`config.mk`:
```
export PLATFORM = sky130hd
export DESIGN_NAME = instruction_fetch
export DESIGN_NICKNAME = d
export VERILOG_FILES = /design/src/rtl/fetch_pkg.sv /design/src/rtl/pc_next_gen.sv /design/src/rtl/instruction_fetch.sv
export SDC_FILE = /design/constraint.sdc
export NUM_CORES = 1
export LEC_CHECK = 0
export ABC_AREA = 1
export BUFFER_PORTS_ARGS = -buffer_cell sky130_fd_sc_hd__buf_4
export CORE_MARGIN = 2
export CORE_UTILIZATION = 46
export CTS_BUF_LIST = sky130_fd_sc_hd__clkbuf_4
export DETAILED_ROUTE_END_ITERATION = 6
export PLACE_DENSITY = 0.83
export SETUP_SLACK_MARGIN = 0.1
export SKIP_LAST_GASP = 1
export SLEW_MARGIN = 40
export SYNTH_ARGS = -nofsm -noshare
export SYNTH_HDL_FRONTEND = slang
export SYNTH_SLANG_ARGS = --single-unit
```
`constraint.sdc`:
```
create_clock -name clk -period 1.5 [get_ports clk]
set_input_delay 0.15 -clock clk [delete_from_list [all_inputs] [get_ports clk]]
set_output_delay 0.15 -clock clk [all_outputs]
set_load 0.03 [all_outputs]
```
`src/rtl/fetch_pkg.sv`:
```
// Shared definitions for the instruction fetch sequencer: FSM state encoding,
// instruction-word field positions and the sequential PC increment.
package fetch_pkg;

  typedef enum logic [1:0] {
    RESET_WAIT = 2'd0,
    REQ        = 2'd1,
    ISSUE      = 2'd2
  } fetch_state_t;

  localparam int OP_MSB    = 31;
  localparam int OP_LSB    = 26;
  localparam int RS_MSB    = 25;
  localparam int RS_LSB    = 21;
  localparam int RT_MSB    = 20;
  localparam int RT_LSB    = 16;
  localparam int RD_MSB    = 15;
  localparam int RD_LSB    = 11;
  localparam int IMM_MSB   = 15;
  localparam int IMM_LSB   = 0;
  localparam int FUNCT_MSB = 5;
  localparam int FUNCT_LSB = 0;

  localparam int PC_INC = 4;

endpackage

```
`src/rtl/pc_next_gen.sv`:
```
// Next fetch address: sequential pc+4 (wrapping) or the word-aligned branch target.
module pc_next_gen
  import fetch_pkg::*;
#(
  parameter int ADDR_W = 32
) (
  input  logic [ADDR_W-1:0] pc,
  input  logic              branch_taken,
  input  logic [ADDR_W-1:0] branch_target,
  output logic [ADDR_W-1:0] next_addr
);

  logic [ADDR_W-1:0] seq_addr;
  logic [ADDR_W-1:0] br_addr;

  assign seq_addr  = pc + ADDR_W'(PC_INC);
  // Low two bits of the target are discarded so every fetch stays word aligned.
  assign br_addr   = branch_target & ~ADDR_W'(3);
  assign next_addr = branch_taken ? br_addr : seq_addr;

endmodule

```
`src/rtl/instruction_fetch.sv`:
```
// Instruction fetch sequencer: PC, req/ack fetch from instruction memory, IR and decoded fields.
// Optional ack watchdog enabled by defining FETCH_TIMEOUT_EN.
module instruction_fetch
  import fetch_pkg::*;
#(
  parameter int                ADDR_W      = 32,
  parameter logic [ADDR_W-1:0] RESET_PC    = '0,
  parameter int                TIMEOUT_CYC = 16
) (
  input  logic              clk,
  input  logic              rst_n,
  output logic              imem_req,
  output logic [ADDR_W-1:0] imem_addr,
  input  logic              imem_ack,
  input  logic [31:0]       imem_rdata,
  input  logic              stall,
  input  logic              branch_taken,
  input  logic [ADDR_W-1:0] branch_target,
  output logic              instr_valid,
  output logic [ADDR_W-1:0] pc,
  output logic [5:0]        op,
  output logic [4:0]        rs,
  output logic [4:0]        rt,
  output logic [4:0]        rd,
  output logic [5:0]        funct,
  output logic [15:0]       imm,
  output logic              fetch_err
);

  fetch_state_t      state_reg, state_next;
  logic              started_reg;
  logic [ADDR_W-1:0] fetch_addr_reg;
  logic [ADDR_W-1:0] pc_reg;
  logic [31:0]       ir_reg;
  logic [ADDR_W-1:0] next_addr;
  logic              req_hold;
  logic              accept;

  assign accept = (state_reg == REQ) && imem_ack && !req_hold;

  // started_reg keeps the FSM in RESET_WAIT for one full cycle after release.
  always_ff @(posedge clk or negedge rst_n) begin
    if (!rst_n) begin
      state_reg   <= RESET_WAIT;
      started_reg <= 1'b0;
    end else begin
      state_reg   <= state_next;
      started_reg <= 1'b1;
    end
  end

  always_comb begin
    state_next = state_reg;
    case (state_reg)
      RESET_WAIT: if (started_reg) state_next = REQ;
      REQ:        if (accept)      state_next = ISSUE;
      ISSUE:      if (!stall)      state_next = REQ;
      default:    state_next = RESET_WAIT;
    endcase
  end

  always_comb begin
    imem_req    = 1'b0;
    instr_valid = 1'b0;
    case (state_reg)
      REQ:     imem_req    = !req_hold;
      ISSUE:   instr_valid = 1'b1;
      default: ;
    endcase
  end

  pc_next_gen #(
    .ADDR_W(ADDR_W)
  ) u_pc_next_gen (
    .pc            (pc_reg),
    .branch_taken  (branch_taken),
    .branch_target (branch_target),
    .next_addr     (next_addr)
  );

  // The redirect decision is taken only on the cycle that leaves ISSUE.
  always_ff @(posedge clk or negedge rst_n) begin
    if (!rst_n) begin
      fetch_addr_reg <= RESET_PC;
      pc_reg         <= RESET_PC;
      ir_reg         <= '0;
    end else if (accept) begin
      ir_reg <= imem_rdata;
      pc_reg <= fetch_addr_reg;
    end else if (state_reg == ISSUE && !stall) begin
      fetch_addr_reg <= next_addr;
    end
  end

`ifdef FETCH_TIMEOUT_EN
  localparam int CNT_W = (TIMEOUT_CYC > 1) ? $clog2(TIMEOUT_CYC) : 1;

  logic [CNT_W-1:0] wait_cnt_reg;
  logic             drop_reg;
  logic             err_reg;

  // On expiry the request drops for one cycle, then the same address is re-requested.
  always_ff @(posedge clk or negedge rst_n) begin
    if (!rst_n) begin
      wait_cnt_reg <= '0;
      drop_reg     <= 1'b0;
      err_reg      <= 1'b0;
    end else begin
      drop_reg <= 1'b0;
      if (state_reg == REQ && !drop_reg) begin
        if (imem_ack) begin
          wait_cnt_reg <= '0;
        end else if (wait_cnt_reg == CNT_W'(TIMEOUT_CYC - 1)) begin
          wait_cnt_reg <= '0;
          drop_reg     <= 1'b1;
          err_reg      <= 1'b1;
        end else begin
          wait_cnt_reg <= wait_cnt_reg + 1'b1;
        end
      end
    end
  end

  assign req_hold  = drop_reg;
  assign fetch_err = err_reg;
`else
  assign req_hold  = 1'b0;
  // Without the watchdog the fault flag is a constant 0 for any legal TIMEOUT_CYC.
  assign fetch_err = (TIMEOUT_CYC < 0);
`endif

  assign imem_addr = fetch_addr_reg;
  assign pc        = pc_reg;
  assign op        = ir_reg[OP_MSB:OP_LSB];
  assign rs        = ir_reg[RS_MSB:RS_LSB];
  assign rt        = ir_reg[RT_MSB:RT_LSB];
  assign rd        = ir_reg[RD_MSB:RD_LSB];
  assign funct     = ir_reg[FUNCT_MSB:FUNCT_LSB];
  assign imm       = ir_reg[IMM_MSB:IMM_LSB];

endmodule

```
==> metrics.cfg, run 1 <==
[status]
status=finished, violations left
violations=setup timing

[worst_setup_path]
startpoint_type=flip-flop
crit_path_end_kind=flip-flop
r2r_cells=6
crit_type=flip-flop to flip-flop
critPathArrivalTime_ns=1.89
reg2reg_from=pc[3]
rr_endpoint=imem_addr[7]
required_ns=1.84
ff2ff_setup_slack_ns=-0.04
crit_path_max_fanout=3

[worst_hold_path]
holdPathEnd=imem_addr[13]
hold_start=branch_target[13]
min-delay-path-class=input pin to flip-flop
hold_depth=3

[power]
peakVddDrop_uv=1520
powerDensity_mw_per_mm2=2240
swShare_pct=48.4
p_total_w=0.0169
comb_power_share_pct=60.3
clockPowerShare_pct=8.6
power_switching_w=0.00819
intPower_w=0.00874
power.leakage_nw=3.77
p_seq_share_pct=31.2

[floorplan]
die_area_mm2=0.0115
row_count=37
start_util_pct=47.4
coreArea_mm2=0.0104
die_h_um=107
io_pins=179
die_x_um=107

[drt]
wl_per_cell_um=16.2
drtIter0Drc=324
via_per_inst=5.23
firstDrtPassIters=5
totalWireLength_um=15700
drc=0
postRouteAntennaNets=0
via_count=5070

[timing]
hold_slack_ns=0.0257
rsz0062_at_grt=true
skew_ns=0.0287
fin_crit_ns=1.54
fmax_mhz=648
setup_slack_ns=-0.0434
setup_viol=3
slew_viol_final=0
fin_crit_sh_pct=103
hold_violations=0

[placement]
gp_congestion=0.869
dp.final_hpwl_um=10000
dp_cells=890
placed_area_mm2=0.00659
preCtsSetupSlack_ns=-0.0318
port_buffers=175

[synthesis]
ys_warn_count=0
synth.distinct_cells=30
ys_top_cells_by_count=155 x nand2_1, 99 x dfrtp_1, 80 x nor2_1
yosysSeqAreaShare_pct=50.4
async_flop_share_pct=100
synth-edff-count=0
synth.most_common_cell=nand2_1
netlist.area_leader.share_pct=50.4
syn_inst=581
syn_nets=651
synth_top_cell_by_area=dfrtp_1
synth_area_per_cell_um2=8.46
syn_area_mm2=0.00492
synth-seq-cells=99
synth_area_leaders=dfrtp_1 50%, nand2_1 12%, mux2_2 7.6%
synth_ff_type=dfrtp_1

[layout]
antenna_cells=0
final_cells=970
fin_area_mm2=0.00757
drive_gt1_share_pct=42.1
syn_to_final_growth_pct=54.0
final_nets=899

[global_route]
antenna_found_initial=0
grt_usage_pct=25.8
grt_pass1_vias=5019
gr-total-overflow=0
grt_pass1_wl_um=23600
grt_max_degree=40

[cts]
clock_sinks=99
clockBufferDepth=2
ctsHtreeMaxLevel=3
cts_tree=built
clk_pin_slew_worst_paths_ns=0.15
clk_latency_ns=0.45
numCtsBuffers=9
clockRootBuffer=clkbuf_4

[job]
drv_cap=0

[per-layer routing]
layer  up-vias  GRT usage (%)  share of wire, %
li1       2337              -                 -
met1      2397           30.9                39
met2       293           44.6                49
met3        43           7.08               8.9
met4         0           9.25               3.0
met5         -              0                 0
[metrics by stage]
| stage | TNS, ns | utilization (%) |
|---|---|---|
| CTS | 0 | 69.6 |
| finish | -0.0699 | 73.0 |
| global route | -1.72 | 73.0 |
| detailed placement | -0.0649 | 63.5 |
| floorplan | -0.0157 | - |
| global placement | 0 | 63.5 |
[cell families after synthesis]
family,after synthesis,share of synthesized area (%)
and+or+nand+nor,283,23.3
DFF,99,50.4
buffers and inverters,81,8.40
AOI/OAI and AO/OA,78,9.24
muxes,33,7.56
xor gates and xnor gates,4,0.713
other,2,0.153
adders and majority gates,1,0.254
[worst max-delay path by stage]
| stage | depth (start not counted) | from | slack, ns | end |
|---|---|---|---|---|
| finish | 6 | pc[3] | -0.04 | imem_addr[7] |
| global route | 6 | pc[3] | -0.16 | imem_addr[7] |
| CTS | 10 | pc[3] | 0.006 | imem_addr[22] |
| detailed placement | 9 | pc[3] | -0.03 | imem_addr[19] |
| global placement | 9 | pc[3] | 0.02 | imem_addr[31] |
| floorplan | 10 | pc[2] | -0.009 | imem_addr[26] |
[cell usage in the layout (no fill, tap or decap), types with 13 or more instances in the layout]
cell type        n
dfrtp_1         80
dlygate4sd3_1   43
nand3_1         38
nand2_2         13
mux2_2          33
buf_4          204
a21oi_1         27
dfrtp_2         19
nor2_4          20
nor2_1          58
nand2_1        139
o21ai_0         21
buf_6           15
clkbuf_4        13
inv_1           42
[worst max-delay path: stages, from the launching register on]
cell,delay (ns)
dfrtp_2,0.43
buf_4,0.13
nand3_1,0.21
nor2_4,0.23
xor2_1,0.18
nand2_1,0.08
a22oi_1,0.20
[final cells by class]
type | instances | area (um2)
fillers | 718 | 2800
inverters | 47 | 176
flip-flops and latches | 99 | 2500
well taps | 136 | 170
repair buffers | 271 | 2320
multi-input cells | 401 | 2270
clock buffers | 13 | 97.6
clock inverters | 3 | 38.8
[power groups by stage]
| stage | combinational [W] | sequential (W) | clock [W] |
|---|---|---|---|
| final | 0.0102 | 0.00528 | 0.00145 |
| after global routing | 0.0108 | 0.00542 | 0.00160 |
| after CTS | 0.00952 | 0.00514 | 0.00146 |
| after detailed placement | 0.00927 | 0.00519 | 0 |
| after global placement | 0.00906 | 0.00511 | 0 |
| after floorplan | 0.00325 | 0.00764 | 0 |
[repair_timing]
item / 4_1_cts / 5_1_grt
hold buffers: 40 / 3
endpoints found under the hold margin: 138 / 3
pin swaps: 12 / 16
endpoints found under the setup margin: 38 / 60
gates resized for setup: 20 / 59
cloned: 0 / 1
buffers inserted: 4 / 16
No activity file was read; power rests on OpenSTA's default activity.
==> run 2: changes to the inputs <==
- SKIP_LAST_GASP: 1 -> unset
==> run 2 against run 1 <==
The flow still finishes with violations (setup timing); cell count did not move; sequential share of layout area is 0.15 points lower; setup slack gained 0.030 ns; largest cell class unchanged.
==> metrics.cfg, run 2 (same netlist as run 1, synthesis figures left out) <==
[status]
status=finished, violations left
violations=setup timing

[timing]
fmax_mhz=661  ; +2.0%
skew_ns=0.0238  ; -0.00484 ns
fin_crit_sh_pct=101  ; -2.0 points
hold_violations=0  ; unchanged
slew_viol_final=0  ; unchanged
setup_slack_ns=-0.0138  ; +0.0296 ns
fin_crit_ns=1.51  ; -0.0296 ns
setup_viol=4  ; +1
rsz0062_at_grt=true

[drt]
wl_met3_um=1420  ; +1.1%
met1_length_um=6050  ; -0.58%
postRouteAntennaNets=0  ; unchanged
wl_per_cell_um=16.2  ; about the same
via_per_inst=5.22  ; -0.16%
drtIter0Drc=291  ; -10%
drc=0  ; unchanged
totalWireLength_um=15700  ; about the same
top_layer_used=met4
firstDrtPassIters=6  ; +1
wl_met2_um=7850  ; +1.1%
via_count=5062  ; -0.16%

[floorplan]
die_x_um=107  ; unchanged
die_h_um=107  ; unchanged
io_pins=179  ; unchanged
start_util_pct=47.4  ; unchanged
row_count=37  ; unchanged
die_area_mm2=0.0115  ; unchanged
coreArea_mm2=0.0104  ; unchanged

[placement]
port_buffers=175  ; unchanged
dp.final_hpwl_um=10000  ; unchanged
dp_cells=890  ; unchanged
gp_congestion=0.869  ; unchanged
preCtsSetupSlack_ns=-0.0318  ; unchanged
placed_area_mm2=0.00659  ; unchanged

[worst_setup_path]
required_ns=1.89  ; +0.05 ns
worst-path-buf-inv=2  ; +1
critical-path-max-stage-delay_ns=0.43  ; about the same
path_common_cell=nand2_2
crit_type=flip-flop to flip-flop
cp_cell_sequence=buf_4 > nand2_2 > nor2_4 > nand2_2 > buf_6 > o21bai_1 > nand3_1 > a21boi_1
critPathTopFamily=simple AND/OR/NAND/NOR gates
crit_path_end_kind=flip-flop
critPathArrivalTime_ns=1.91  ; +0.02 ns
crit_slowest_cell=dfrtp_2
startpoint_type=flip-flop
crit_path_max_fanout=3  ; unchanged

[layout]
fin_area_mm2=0.00761  ; +0.45%
layout_commonest_cell=buf_4
final_cells=970  ; unchanged
final_cell_mix=197 x buf_4, 139 x nand2_1, 80 x dfrtp_1
syn_to_final_growth_pct=54.7
utilization_pct=73.3  ; +0.33 points
final_nets=899  ; unchanged
drive_gt1_share_pct=42.3  ; +0.24 points
fillCellCount=707  ; -1.5%
antenna_cells=0  ; unchanged

[cts]
cts_tree=built
clockRootBuffer=clkbuf_4
numCtsBuffers=9  ; unchanged
clockBufferDepth=2  ; unchanged
clk_pin_slew_worst_paths_ns=0.16  ; about the same
ctsHtreeMaxLevel=3  ; unchanged
clk_latency_ns=0.45  ; about the same
clock_sinks=99  ; unchanged

[global_route]
grt_pass1_vias=5019  ; unchanged
gr-total-overflow=0  ; unchanged
antenna_found_initial=0  ; unchanged
grt_max_degree=40  ; unchanged
grt_usage_pct=25.8  ; unchanged
grt_pass1_wl_um=23600  ; unchanged

[job]
drv_cap=0  ; unchanged

[power]
p_total_w=0.0170  ; +0.46%
powerDensity_mw_per_mm2=2240  ; about the same
power.leakage_nw=3.78  ; +0.25%
peakVddDrop_uv=1520  ; about the same

[worst_hold_path]
min-delay-path-class=input pin to flip-flop

-- run 2: changes by cell type in the layout (fill, tap and decap cells not counted) --
cell	delta
buf_4	-7
buf_6	+7
nand3_1	-1
nand3_2	+1
nor2_1	-1
nor2_2	+1
o21ai_0	-2
o21ai_1	+2
-- run 2: where the power goes --
group          switching (W)  total (W)  internal, W  leakage (nW)
Combinational        0.00609     0.0103      0.00419          2.55
Sequential           0.00124    0.00528      0.00404          1.15
Clock               0.000872    0.00145     0.000579        0.0794
Total                0.00821     0.0170      0.00881          3.78
-- run 2: metal layers --
layer | up-vias | global-route usage [%]
met1 | 2384 | 30.9
met3 | 44 | 7.08
met4 | 0 | 9.25
met5 | - | 0
li1 | 2337 | -
met2 | 297 | 44.6
-- run 2: area by class of cell --
type                       count  area, um2  share of cell area (%)
clock buffer                  13       97.6                    1.28
clock inverter                 3       38.8                   0.510
inverter                      47        176                    2.32
multi-input combinational    401       2280                    30.0
sequential                    99       2500                    32.9
tap                          136        170                    2.24
timing repair buffer         271       2340                    30.8
-- run 2: worst min-delay path, cell delays in order --
cell and delay [ns]:
buf_4 0.07, nor2_1 0.03, nor2_1 0.09, nand2_1 0.05
nand2_1 0.05
-- run 2: metrics by stage --
step / hold WS (ns) / TNS, ns
after global placement: 0.106 / 0
final: 0.0235 / -0.0327
after CTS: 0.00371 / 0
after floorplan: -0.146 / -0.0157
after detailed placement: 0.114 / -0.0649
after global routing: -0.00530 / -1.46
-- run 2: worst paths after layout --
path / depth (start not counted) / slack, ns / start / end
worst max-delay path: 8 / -0.01 / pc[3] / imem_addr[17]
worst min-delay path: 5 / 0.02 / branch_target[29] / imem_addr[29]
worst max register to register: 8 / -0.01 / pc[3] / imem_addr[17]
worst min register to register: 2 / 0.52 / imem_addr[29] / imem_addr[29]
max in group asynchronous: 3 / 0.76 / rst_n / pc[6]
min in group asynchronous: 2 / 0.18 / rst_n / imem_addr[20]
-- run 2: timing repair --
action / CTS / global route
cloned: 0 / 1
endpoints found under the setup margin: 38 / 60
pin swaps: 12 / 17
hold endpoints to repair: 138 / 3
hold buffers: 40 / 3
gates resized for setup: 20 / 70
buffers inserted: 4 / 16
